### config.mk
export PLATFORM = sky130hd
export DESIGN_NAME = pipe_cla_addsub
export DESIGN_NICKNAME = d
export VERILOG_FILES = /design/src/rtl/pipe_cla_addsub.sv
export SDC_FILE = /design/constraint.sdc
export NUM_CORES = 1
export LEC_CHECK = 0
export ABC_AREA = 0
export BUFFER_PORTS_ARGS = -buffer_cell sky130_fd_sc_hd__buf_2
export CORE_ASPECT_RATIO = 1.5
export CORE_UTILIZATION = 50
export DETAILED_ROUTE_END_ITERATION = 12
export PLACE_DENSITY = 0.81
export SYNTH_ARGS = -nofsm -noshare
export SYNTH_HDL_FRONTEND = slang
export SYNTH_SLANG_ARGS = --single-unit
### constraint.sdc
create_clock -name i_clk -period 3.25 [get_ports i_clk]
set_input_delay 0.65 -clock i_clk [delete_from_list [all_inputs] [get_ports i_clk]]
set_output_delay 0.65 -clock i_clk [all_outputs]
set_load 0.01 [all_outputs]
### src/rtl/pipe_cla_addsub.sv
// ---------------------------------------------------------------------------
// pipe_cla_addsub
//   Pipelined two's-complement adder/subtractor built from carry-lookahead
//   segments of SEG bits. Each pipeline stage resolves one segment and
//   registers that segment's carry, so the carry chain is broken at every
//   segment boundary. Supports add/sub mode, carry/borrow-in, signed
//   overflow detection, optional saturation and valid/ready flow control.
//   Latency is WIDTH/SEG cycles; throughput is one operation per cycle
//   when the output is not stalled.
//
// Ports
//   i_clk        rising-edge clock
//   i_rst_n      asynchronous active-low reset
//   i_in_valid   operation offered this cycle
//   o_in_ready   operation accepted this cycle (same as pipeline advance)
//   i_a, i_b     operands (two's complement, WIDTH bits)
//   i_sub        0: a+b+cin, 1: a-b-cin
//   i_cin        carry-in (add) / borrow-in (sub)
//   o_out_valid  result valid
//   i_out_ready  downstream accepts the result
//   o_sum        result (clamped on overflow when SAT=1)
//   o_cout       raw carry out of the MSB (sub: 1 = no borrow)
//   o_ovf        signed overflow of the unsaturated result
// ---------------------------------------------------------------------------
module pipe_cla_addsub #(
  parameter int WIDTH = 16,
  parameter int SEG   = 4,
  parameter int SAT   = 0
) (
  input  logic             i_clk,
  input  logic             i_rst_n,
  input  logic             i_in_valid,
  output logic             o_in_ready,
  input  logic [WIDTH-1:0] i_a,
  input  logic [WIDTH-1:0] i_b,
  input  logic             i_sub,
  input  logic             i_cin,
  output logic             o_out_valid,
  input  logic             i_out_ready,
  output logic [WIDTH-1:0] o_sum,
  output logic             o_cout,
  output logic             o_ovf
);

  localparam int L = WIDTH / SEG;

  // Per-stage registers. r_a/r_b carry the still-unresolved upper operand
  // bits forward; r_sum carries the already-resolved lower result bits.
  logic [WIDTH-1:0] r_a   [L];
  logic [WIDTH-1:0] r_b   [L];
  logic [WIDTH-1:0] r_sum [L];
  logic             r_c   [L];
  logic             r_v   [L];
  logic             r_ovf;

  logic [WIDTH-1:0] w_opA     [L];
  logic [WIDTH-1:0] w_opB     [L];
  logic [WIDTH-1:0] w_sumIn   [L];
  logic [WIDTH-1:0] w_nSum    [L];
  logic             w_cIn     [L];
  logic             w_vIn     [L];
  logic             w_segCout [L];
  logic             w_segCmsb [L];
  logic             w_carry;
  logic             w_g;
  logic             w_p;
  logic             w_advance;
  logic             w_ovf;
  logic [WIDTH-1:0] w_lastSum;

  // No bubble collapsing: the whole pipe either shifts or holds.
  assign w_advance   = !r_v[L-1] | i_out_ready;
  assign o_in_ready  = w_advance;
  assign o_out_valid = r_v[L-1];
  assign o_sum       = r_sum[L-1];
  assign o_cout      = r_c[L-1];
  assign o_ovf       = r_ovf;

  // Stage inputs and segment evaluation. Subtraction is folded in at the
  // entry: a - b - cin == a + ~b + ~cin.
  always_comb begin
    w_carry = 1'b0;
    w_g     = 1'b0;
    w_p     = 1'b0;

    w_opA[0]   = i_a;
    w_opB[0]   = i_sub ? ~i_b : i_b;
    w_cIn[0]   = i_cin ^ i_sub;
    w_sumIn[0] = '0;
    w_vIn[0]   = i_in_valid;
    for (int k = 1; k < L; k++) begin
      w_opA[k]   = r_a[k-1];
      w_opB[k]   = r_b[k-1];
      w_cIn[k]   = r_c[k-1];
      w_sumIn[k] = r_sum[k-1];
      w_vIn[k]   = r_v[k-1];
    end

    for (int k = 0; k < L; k++) begin
      w_nSum[k]    = w_sumIn[k];
      w_segCmsb[k] = 1'b0;
      w_carry      = w_cIn[k];
      for (int i = 0; i < SEG; i++) begin
        w_g = w_opA[k][k*SEG+i] & w_opB[k][k*SEG+i];
        w_p = w_opA[k][k*SEG+i] | w_opB[k][k*SEG+i];
        w_nSum[k][k*SEG+i] = w_opA[k][k*SEG+i] ^ w_opB[k][k*SEG+i] ^ w_carry;
        // Ends holding the carry into the segment's top bit, which for the
        // last segment is the carry into the MSB.
        w_segCmsb[k] = w_carry;
        w_carry = w_g | (w_p & w_carry);
      end
      w_segCout[k] = w_carry;
    end
  end

  // Overflow and optional clamp. On overflow both effective operands share
  // the sign of a, so a's MSB picks the direction of the clamp.
  always_comb begin
    w_ovf     = w_segCmsb[L-1] ^ w_segCout[L-1];
    w_lastSum = w_nSum[L-1];
    if ((SAT != 0) && w_ovf) begin
      w_lastSum = w_opA[L-1][WIDTH-1] ? {1'b1, {(WIDTH-1){1'b0}}}
                                      : {1'b0, {(WIDTH-1){1'b1}}};
    end
  end

  always_ff @(posedge i_clk or negedge i_rst_n) begin
    if (!i_rst_n) begin
      for (int k = 0; k < L; k++) begin
        r_a[k]   <= '0;
        r_b[k]   <= '0;
        r_sum[k] <= '0;
        r_c[k]   <= 1'b0;
        r_v[k]   <= 1'b0;
      end
      r_ovf <= 1'b0;
    end else if (w_advance) begin
      for (int k = 0; k < L; k++) begin
        r_a[k]   <= w_opA[k];
        r_b[k]   <= w_opB[k];
        r_sum[k] <= (k == L-1) ? w_lastSum : w_nSum[k];
        r_c[k]   <= w_segCout[k];
        r_v[k]   <= w_vIn[k];
      end
      r_ovf <= w_ovf;
    end
  end

endmodule

==> results.json, run 1 <==
{
  "cts_setup_buffers": 0,
  "clock-sinks": 97,
  "wl_per_cell_um": 14.7,
  "antenna_left": 0,
  "max-vdd-ir-drop_mv": 0.383,
  "postSynthCellCount": 276,
  "dr_wl_met3_um": 188,
  "first_global_vias": 2183,
  "tightest_slew_ns": 0.622,
  "clock.fmax_ghz": 0.404,
  "hpwlAfterDp_mm": 4.34,
  "final_common_cell": "dfrtp_1",
  "fin_crit_ns": 2.47,
  "required_ns": 3.47,
  "crit_fanout": 2,
  "wl_met2_mm": 3.17,
  "cts_buffers": 9,
  "maxSlewHeadroom": 0.585,
  "clk_latency_ns": 0.34,
  "std_cell_rows": 41,
  "core_mm2": 0.00841,
  "r2r_cells": 5,
  "synth.distinct_cells": 13,
  "yosysSeqAreaShare": 0.561,
  "root_buffer": "clkbuf_16",
  "h-tree-depth": 3,
  "drive_gt1_frac": 0.511,
  "fin_skew_ns": 0.00595,
  "ys_seq_elements": 97,
  "powerDensity_mw_per_mm2": 959,
  "antenna_cells": 0,
  "antenna_found_initial": 0,
  "ys_top_cells_by_area": "dfrtp_1 (56%), mux2_2 (20%), fa_1 (7.4%)",
  "grt_max_degree": 53,
  "place.gp.congestion": 0.733,
  "utilization": 0.581,
  "grt_pass1_wl_mm": 10.7,
  "p_total_w": 0.00469,
  "grt_use_total": 0.160,
  "tns_ns": 0,
  "syn-cell-area_mm2": 0.00432,
  "initial_core_util": 0.514,
  "crit_type": "reg -> reg",
  "cts_tree": "built",
  "yosysTopAreaCellShare": 0.561,
  "cp.arrival_ns": 2.69,
  "io_buffers": 57,
  "drt-vias-per-instance": 4.96,
  "yosysTopAreaCell": "dfrtp_1",
  "vias": 2134,
  "wl_met1_mm": 2.76,
  "final_nets": 373,
  "drt_wl_total_mm": 6.33,
  "final_cell_mix": "dfrtp_1 (97), mux2_2 (78), buf_2 (56)",
  "clk_pin_slew_ns": 0.06,
  "cts_buffer_depth": 2,
  "cap_violations": 0,
  "top_layer": "met4",
  "start_kind": "flip-flop",
  "drtIter0Drc": 101,
  "yosysWarnings": 0,
  "die_area_mm2": 0.00903,
  "die_height_um": 116,
  "setup_viol": 0,
  "io_pins": 58,
  "setup_slack_ns": 0.778,
  "die_w_um": 77.9,
  "hold_buffers": 0,
  "outcome": "finished clean",
  "syn_area_per_cell_um2": 15.7,
  "postCtsResizedCells": 0,
  "first_pass_iters": 5,
  "post-place-ws_ns": 0.598,
  "period_share": 0.761,
  "cp-end-kind": "flip-flop",
  "gr-total-overflow": 0,
  "syn_nets": 330,
  "rsz0062_at_grt": "false",
  "area_delta_synth_final_pct": 13.1,
  "hold_path.class": "in -> async",
  "remaining_drc_errors": 0,
  "p_leak_nw": 2.23,
  "hold_viol_final": 0,
  "finalMaxSlewViolations": 0
}
[path summary, 6_finish.rpt]
check / from / to / slack, ns
worst max-delay path: r_a[52]$_DFFE_PN0P_ / r_sum[39]$_DFFE_PN0P_ / 0.78
worst max register to register: r_a[52]$_DFFE_PN0P_ / r_sum[39]$_DFFE_PN0P_ / 0.78
max in group asynchronous: i_rst_n / r_a[58]$_DFFE_PN0P_ / 2.24
worst min-delay path: i_rst_n / o_sum[15]$_DFFE_PN0P_ / 0.32
min in group i_clk: r_v[1]$_DFFE_PN0P_ / o_out_valid$_DFFE_PN0P_ / 0.46
worst min register to register: r_v[1]$_DFFE_PN0P_ / o_out_valid$_DFFE_PN0P_ / 0.46
[stage by stage]
stage | hold WS, ns | instance area [um2] | std cells
floorplan | 0.354 | 4320 | 276
global placement | 0.438 | 4580 | 415
detailed placement | 0.445 | 4580 | 415
CTS | 0.348 | 4890 | 430
global route | 0.369 | 4890 | 430
finish | 0.324 | 4890 | 430
[synthesized netlist by cell type (all sizes together)]
| cell | n |
|---|---|
| a21oi | 6 |
| buf | 29 |
| dfrtp | 97 |
| fa | 16 |
| inv | 12 |
| mux2 | 90 |
| nand2b | 2 |
| nor3b | 6 |
| xnor2 | 3 |
| xor2 | 15 |
[flip-flops by register name, summed over array words and instances (netlist names), 3 cells and up]
register  count
r_a          24
r_c           3
o_sum        16
r_sum        24
r_v           3
r_b          24
[power by group]
| group | internal (W) | leakage (nW) | switching, W |
|---|---|---|---|
| registers | 0.00176 | 1.12 | 0.000304 |
| logic | 0.000912 | 0.948 | 0.000609 |
| clock network | 0.000690 | 0.153 | 0.000416 |
| total | 0.00336 | 2.23 | 0.00133 |
[cell families after synthesis]
kind of cell / synth area share
buffers and inverters: 0.0631
XOR/XNOR: 0.0365
AO/OA/AOI/OAI: 0.00694
AND/OR/NAND/NOR: 0.0133
adder cells (fa/ha/maj): 0.0741
multiplexers: 0.245
flip-flops: 0.561
[routing by layer]
metal / GRT usage / vias up
met5: 0 / -
met3: 0.0299 / 12
met2: 0.244 / 38
met1: 0.206 / 1095
met4: 0.117 / 0
li1: - / 989
[layout make-up]
| type | instances | area, um2 |
|---|---|---|
| timing repair buffer | 61 | 343 |
| inverter | 12 | 45.0 |
| multi-input combinational | 138 | 1630 |
| fill | 679 | 3520 |
| clock buffer | 12 | 246 |
| tap | 107 | 134 |
| sequential | 97 | 2430 |
| clock inverter | 3 | 65.1 |
[critical path, stage by stage, from the launching register on]
cell	delay (ns)
dfrtp_1	0.40
fa_1	0.45
fa_1	0.40
fa_1	0.39
fa_1	0.43
mux2_2	0.28
(Power assumes the default switching activity.)
==> inputs of run 2 (changes only) <==
- ABC_AREA: 0 -> 1
- clock period: 3.25 -> 2.6 ns (I/O delays scaled with it)
==> results.json, run 2 <==
{
  "vias": 2921,
  "grt_use_total": 0.180,
  "clk_pin_slew_ns": 0.06,
  "drtIter0Drc": 121,
  "yosysWarnings": 0,
  "tightest_slew_ns": 0.583,
  "die_w_um": 77.8,
  "cts_buffer_depth": 2,
  "drt_wl_total_mm": 7.02,
  "ys_top_cells_by_area": "dfrtp_1 (56%), nand2_1 (18%), fa_1 (7.4%)",
  "cp-end-kind": "flip-flop",
  "dp.cells": 604,
  "synth-main-ff-cell": "dfrtp_1",
  "h-tree-depth": 3,
  "final_cells": 620,
  "crit_chain": "fa_1 > fa_1 > fa_1 > fa_1 > nand2_1 > o21ai_0",
  "cp-startpoint": "r_a[40]$_DFFE_PN0P_",
  "setup_slack_ns": 0.263,
  "final_nets": 562,
  "postSynthCellCount": 474,
  "max-vdd-ir-drop_mv": 0.485,
  "grt_pass1_wl_mm": 12.4,
  "netlist_top_cells_count": "nand2_1 (210), dfrtp_1 (97), o21ai_0 (46), inv_1 (45), buf_4 (23)",
  "root_buffer": "clkbuf_16",
  "final_common_cell": "nand2_1",
  "fin_skew_ns": 0.00396,
  "gr-total-overflow": 0,
  "cap_violations": 0,
  "hold_viol_final": 0,
  "synth.distinct_cells": 14,
  "finalMaxSlewViolations": 0,
  "cts_setup_buffers": 0,
  "clock-sinks": 97,
  "yosysSeqAreaShare": 0.563,
  "die_height_um": 116,
  "cp.arrival_ns": 2.54,
  "place.gp.congestion": 0.749,
  "hold_path.class": "in -> async",
  "r2r_cells": 6,
  "setup_viol": 0,
  "first_pass_iters": 5,
  "syn_area_per_cell_um2": 9.10,
  "start_kind": "flip-flop",
  "largestRegisters": "r_a x24, r_b x24, r_sum x24",
  "die_area_mm2": 0.00901,
  "clock.fmax_ghz": 0.428,
  "max_stage_delay_ns": 0.45,
  "first_global_vias": 2871,
  "core_mm2": 0.00841,
  "cts_buffers": 9,
  "yosysTopAreaCellShare": 0.563,
  "r2r-start": "r_a[40]$_DFFE_PN0P_",
  "postCtsResizedCells": 0,
  "post-place-ws_ns": 0.0379,
  "synth_most_common_cell": "nand2_1",
  "cp-endpoint": "r_sum[27]$_DFFE_PN0P_",
  "initial_core_util": 0.513,
  "tns_ns": 0,
  "period_share": 0.899,
  "hpwlAfterDp_mm": 4.75,
  "cts_tree": "built",
  "area_delta_synth_final_pct": 12.9,
  "io_buffers": 57,
  "maxSlewHeadroom": 0.611,
  "clk_latency_ns": 0.34,
  "cpMostUsedCell": "fa_1",
  "rsz0062_at_grt": "false",
  "syn-cell-area_mm2": 0.00431,
  "synth_edf_count": 0,
  "crit_type": "reg -> reg",
  "syn_nets": 528,
  "io_pins": 58,
  "antenna_found_initial": 0,
  "grt_max_degree": 98,
  "outcome": "finished clean",
  "remaining_drc_errors": 0,
  "crit_fanout": 2,
  "crit-reg2reg-capture": "r_sum[27]$_DFFE_PN0P_",
  "ys_seq_elements": 97,
  "slowest_stage": "fa_1",
  "yosysTopAreaCell": "dfrtp_1",
  "fin_crit_ns": 2.34,
  "antenna_cells": 0,
  "drive_gt1_frac": 0.154,
  "required_ns": 2.81,
  "antenna_left": 0,
  "final_cell_mix": "nand2_1 (210), dfrtp_1 (97), buf_2 (56)",
  "std_cell_rows": 41,
  "hold_buffers": 0,
  "reg2reg_setup_slack_ns": 0.26,
  "p_leak_nw": 2.60,
  "powerDensity_mw_per_mm2": 1160,
  "drt-vias-per-instance": 4.71,
  "ys_async_sr_fraction": 1.00,
  "wl_per_cell_um": 11.3
}
==> run 2: cell count changes after synthesis, sizes merged, moves of 7 or more <==
cell,previous run,this run
nand2,0,211
nand3,0,13
o21ai,0,46
mux2,90,0
xor2,15,3
buf,29,36
inv,12,46
==> run 2: final cells by class <==
| type | instances | area, um2 |
|---|---|---|
| Clock inverter | 4 | 76.3 |
| Tap cell | 107 | 134 |
| Inverter | 46 | 173 |
| Sequential cell | 97 | 2430 |
| Multi-Input combinational cell | 292 | 1470 |
| Timing Repair Buffer | 62 | 350 |
| Fill cell | 726 | 3540 |
| Clock buffer | 12 | 246 |
==> run 2: worst min-delay path by stage <==
stage / startpoint / to / slack [ns] / cells past startpoint
2_1_floorplan: i_rst_n / o_cout$_DFFE_PN0P_ / 0.22 / 0
3_3_place_gp: r_v[1]$_DFFE_PN0P_ / o_out_valid$_DFFE_PN0P_ / 0.43 / 2
3_5_place_dp: r_v[1]$_DFFE_PN0P_ / o_out_valid$_DFFE_PN0P_ / 0.44 / 2
4_1_cts: i_rst_n / r_a[62]$_DFFE_PN0P_ / 0.19 / 1
5_1_grt: i_rst_n / o_out_valid$_DFFE_PN0P_ / 0.24 / 1
6_report: i_rst_n / r_a[58]$_DFFE_PN0P_ / 0.18 / 1
==> run 2: power breakdown <==
group          switching [W]  internal (W)  total, W  leakage, nW
sequential          0.000343       0.00218   0.00252         1.17
combinational        0.00103      0.000685   0.00172         1.27
clock               0.000523      0.000870   0.00139        0.153
total                0.00190       0.00374   0.00564         2.60
==> run 2: cells by family after synthesis <==
family / after synthesis / share of synthesized area
compound gates: 46 / 0.0534
xor+xnor: 5 / 0.0102
fa+ha+maj: 16 / 0.0742
buf+inv: 85 / 0.0977
flops: 97 / 0.563
simple gates: 225 / 0.202
==> run 2: worst max-delay path: cells and delay by family (launching register included) <==
family | cells | cell delay, ns
flops | 1 | 0.40
simple gates | 1 | 0.07
compound gates | 1 | 0.08
fa+ha+maj | 4 | 1.66
==> run 2: per-stage QoR <==
step / total power [W] / util / area (um2) / hold WS (ns)
floorplan: 0.00393 / - / 4320 / 0.224
global placement: 0.00418 / 0.541 / 4550 / 0.433
detailed placement: 0.00428 / 0.541 / 4550 / 0.435
CTS: 0.00571 / 0.579 / 4870 / 0.191
global route: 0.00615 / 0.579 / 4870 / 0.235
finish: 0.00564 / 0.579 / 4870 / 0.181
==> run 2: routing by layer <==
layer	share of wire	GRT usage	wire, um
met1	0.44	0.207	3090
met2	0.49	0.307	3470
met3	0.038	0.0512	266
met4	0.028	0.0881	194
met5	0	0	0
==> inputs of run 3 (changes only) <==
- clock period: 2.6 -> 2.51 ns (I/O delays scaled with it)
==> results.json, run 3 (synthesis results as in run 2) <==
{
  "crit-reg2reg-capture": "r_sum[27]$_DFFE_PN0P_",
  "fillers": 743,
  "drtIter0Drc": 215,
  "clkPwrFrac": 0.220,
  "remaining_drc_errors": 0,
  "vias": 2926,
  "hpwlAfterDp_mm": 5.13,
  "setup_viol": 0,
  "drive_gt1_frac": 0.159,
  "p_leak_nw": 2.58,
  "grt_max_degree": 86,
  "max-vdd-ir-drop_mv": 0.483,
  "die_area_mm2": 0.00901,
  "io_buffers": 57,
  "h-tree-depth": 3,
  "std_cell_rows": 41,
  "maxSlewHeadroom": 0.635,
  "setup_slack_ns": 0.111,
  "hold_path.class": "in -> async",
  "period_share": 0.956,
  "outcome": "finished clean",
  "required_ns": 2.72,
  "tns_ns": 0,
  "wl_per_cell_um": 12.2,
  "dp.cells": 605,
  "cp-startpoint": "r_a[40]$_DFFE_PN0P_",
  "drt_wl_total_mm": 7.55,
  "gr-total-overflow": 0,
  "place.gp.congestion": 0.764,
  "reg2reg_setup_slack_ns": 0.11,
  "root_buffer": "clkbuf_16",
  "clk_latency_ns": 0.33,
  "pwr-share-seq": 0.458,
  "tightest_slew_ns": 0.547,
  "clock.fmax_ghz": 0.417,
  "cp-end-kind": "flip-flop",
  "die_height_um": 116,
  "hold_viol_final": 0,
  "finalMaxSlewViolations": 0,
  "die_w_um": 77.8,
  "initial_core_util": 0.513,
  "cap_violations": 0,
  "cp.arrival_ns": 2.60,
  "crit_fanout": 2,
  "fin_skew_ns": 0.00546,
  "final_cell_mix": "nand2_1 (210), dfrtp_1 (97), buf_2 (56)",
  "r2r-start": "r_a[40]$_DFFE_PN0P_",
  "postCtsResizedCells": 0,
  "powerDensity_mw_per_mm2": 1190,
  "cts_buffer_depth": 2,
  "hold_buffers": 0,
  "final_nets": 563,
  "post-place-ws_ns": 0.0299,
  "clk_pin_slew_ns": 0.06,
  "largestRegisters": "r_a x24, r_b x24, r_sum x24",
  "final_cells": 618,
  "cts_tree": "built",
  "crit_type": "reg -> reg",
  "core_mm2": 0.00841,
  "p_sw_w": 0.00200,
  "start_kind": "flip-flop",
  "grt_pass1_wl_mm": 13.1,
  "pwr-share-comb": 0.322,
  "p_sw_frac": 0.348,
  "cts_buffers": 9,
  "p_total_w": 0.00575,
  "cts_setup_buffers": 0,
  "first_global_vias": 2977,
  "grt_use_total": 0.190,
  "antenna_left": 0,
  "r2r_cells": 6,
  "fin_crit_ns": 2.40,
  "antenna_cells": 0,
  "cp-endpoint": "r_sum[27]$_DFFE_PN0P_",
  "drt-vias-per-instance": 4.73,
  "rsz0062_at_grt": "false",
  "area_delta_synth_final_pct": 12.4,
  "first_pass_iters": 4,
  "p_int_w": 0.00375,
  "io_pins": 58,
  "final_common_cell": "nand2_1",
  "clock-sinks": 97,
  "antenna_found_initial": 0
}
[run 3: cell types whose count changed in the layout (fill, tap and decap cells not counted), sizes merged]
cell	delta
bufinv	-1
clkinvlp	-1
clkinv	-1
buf	+1
[run 3: worst max-delay path: stages (launching register included)]
cell	delay, ns
dfrtp_1	0.40
fa_1	0.46
fa_1	0.40
fa_1	0.41
fa_1	0.45
nand2_1	0.08
o21ai_0	0.07
[run 3: through the flow]
stage | cell area, um2 | hold slack [ns] | util
floorplan | 4350 | 0.206 | -
global placement | 4580 | 0.434 | 0.545
detailed placement | 4580 | 0.457 | 0.545
CTS | 4850 | 0.172 | 0.577
global route | 4850 | 0.204 | 0.577
finish | 4850 | 0.151 | 0.577
[run 3: per-layer routing]
| metal | GRT usage | part of all wire | up-vias |
|---|---|---|---|
| li1 | - | - | 1479 |
| met1 | 0.230 | 0.42 | 1376 |
| met3 | 0.0346 | 0.035 | 14 |
| met4 | 0.0881 | 0.022 | 0 |
| met2 | 0.331 | 0.52 | 57 |
| met5 | 0 | 0 | - |
[run 3: how the worst min path moves through the flow]
stage | startpoint | to | slack [ns] | depth (start not counted)
final | i_rst_n | o_sum[10]$_DFFE_PN0P_ | 0.15 | 1
after global routing | i_rst_n | o_sum[9]$_DFFE_PN0P_ | 0.20 | 1
after CTS | i_rst_n | o_sum[8]$_DFFE_PN0P_ | 0.17 | 1
after detailed placement | o_sum[14]$_DFFE_PN0P_ | o_sum[14]$_DFFE_PN0P_ | 0.46 | 2
after global placement | r_v[1]$_DFFE_PN0P_ | o_out_valid$_DFFE_PN0P_ | 0.43 | 2
after floorplan | i_rst_n | o_cout$_DFFE_PN0P_ | 0.21 | 0
[run 3: cell type report]
| class | count | area [um2] | area share |
|---|---|---|---|
| clock inverter | 1 | 30.0 | 0.00619 |
| inverter | 46 | 173 | 0.0356 |
| multi-input combinational | 292 | 1480 | 0.305 |
| timing repair buffer | 63 | 370 | 0.0763 |
| clock buffer | 12 | 236 | 0.0487 |
| sequential | 97 | 2430 | 0.500 |
| tap | 107 | 134 | 0.0276 |
[run 3: power groups by stage]
stage,clock network (W),logic [W],registers (W)
after floorplan,0,0.00150,0.00257
after global placement,0,0.00172,0.00261
after detailed placement,0,0.00184,0.00266
after CTS,0.00128,0.00187,0.00264
after global routing,0.00134,0.00216,0.00272
final,0.00126,0.00185,0.00263
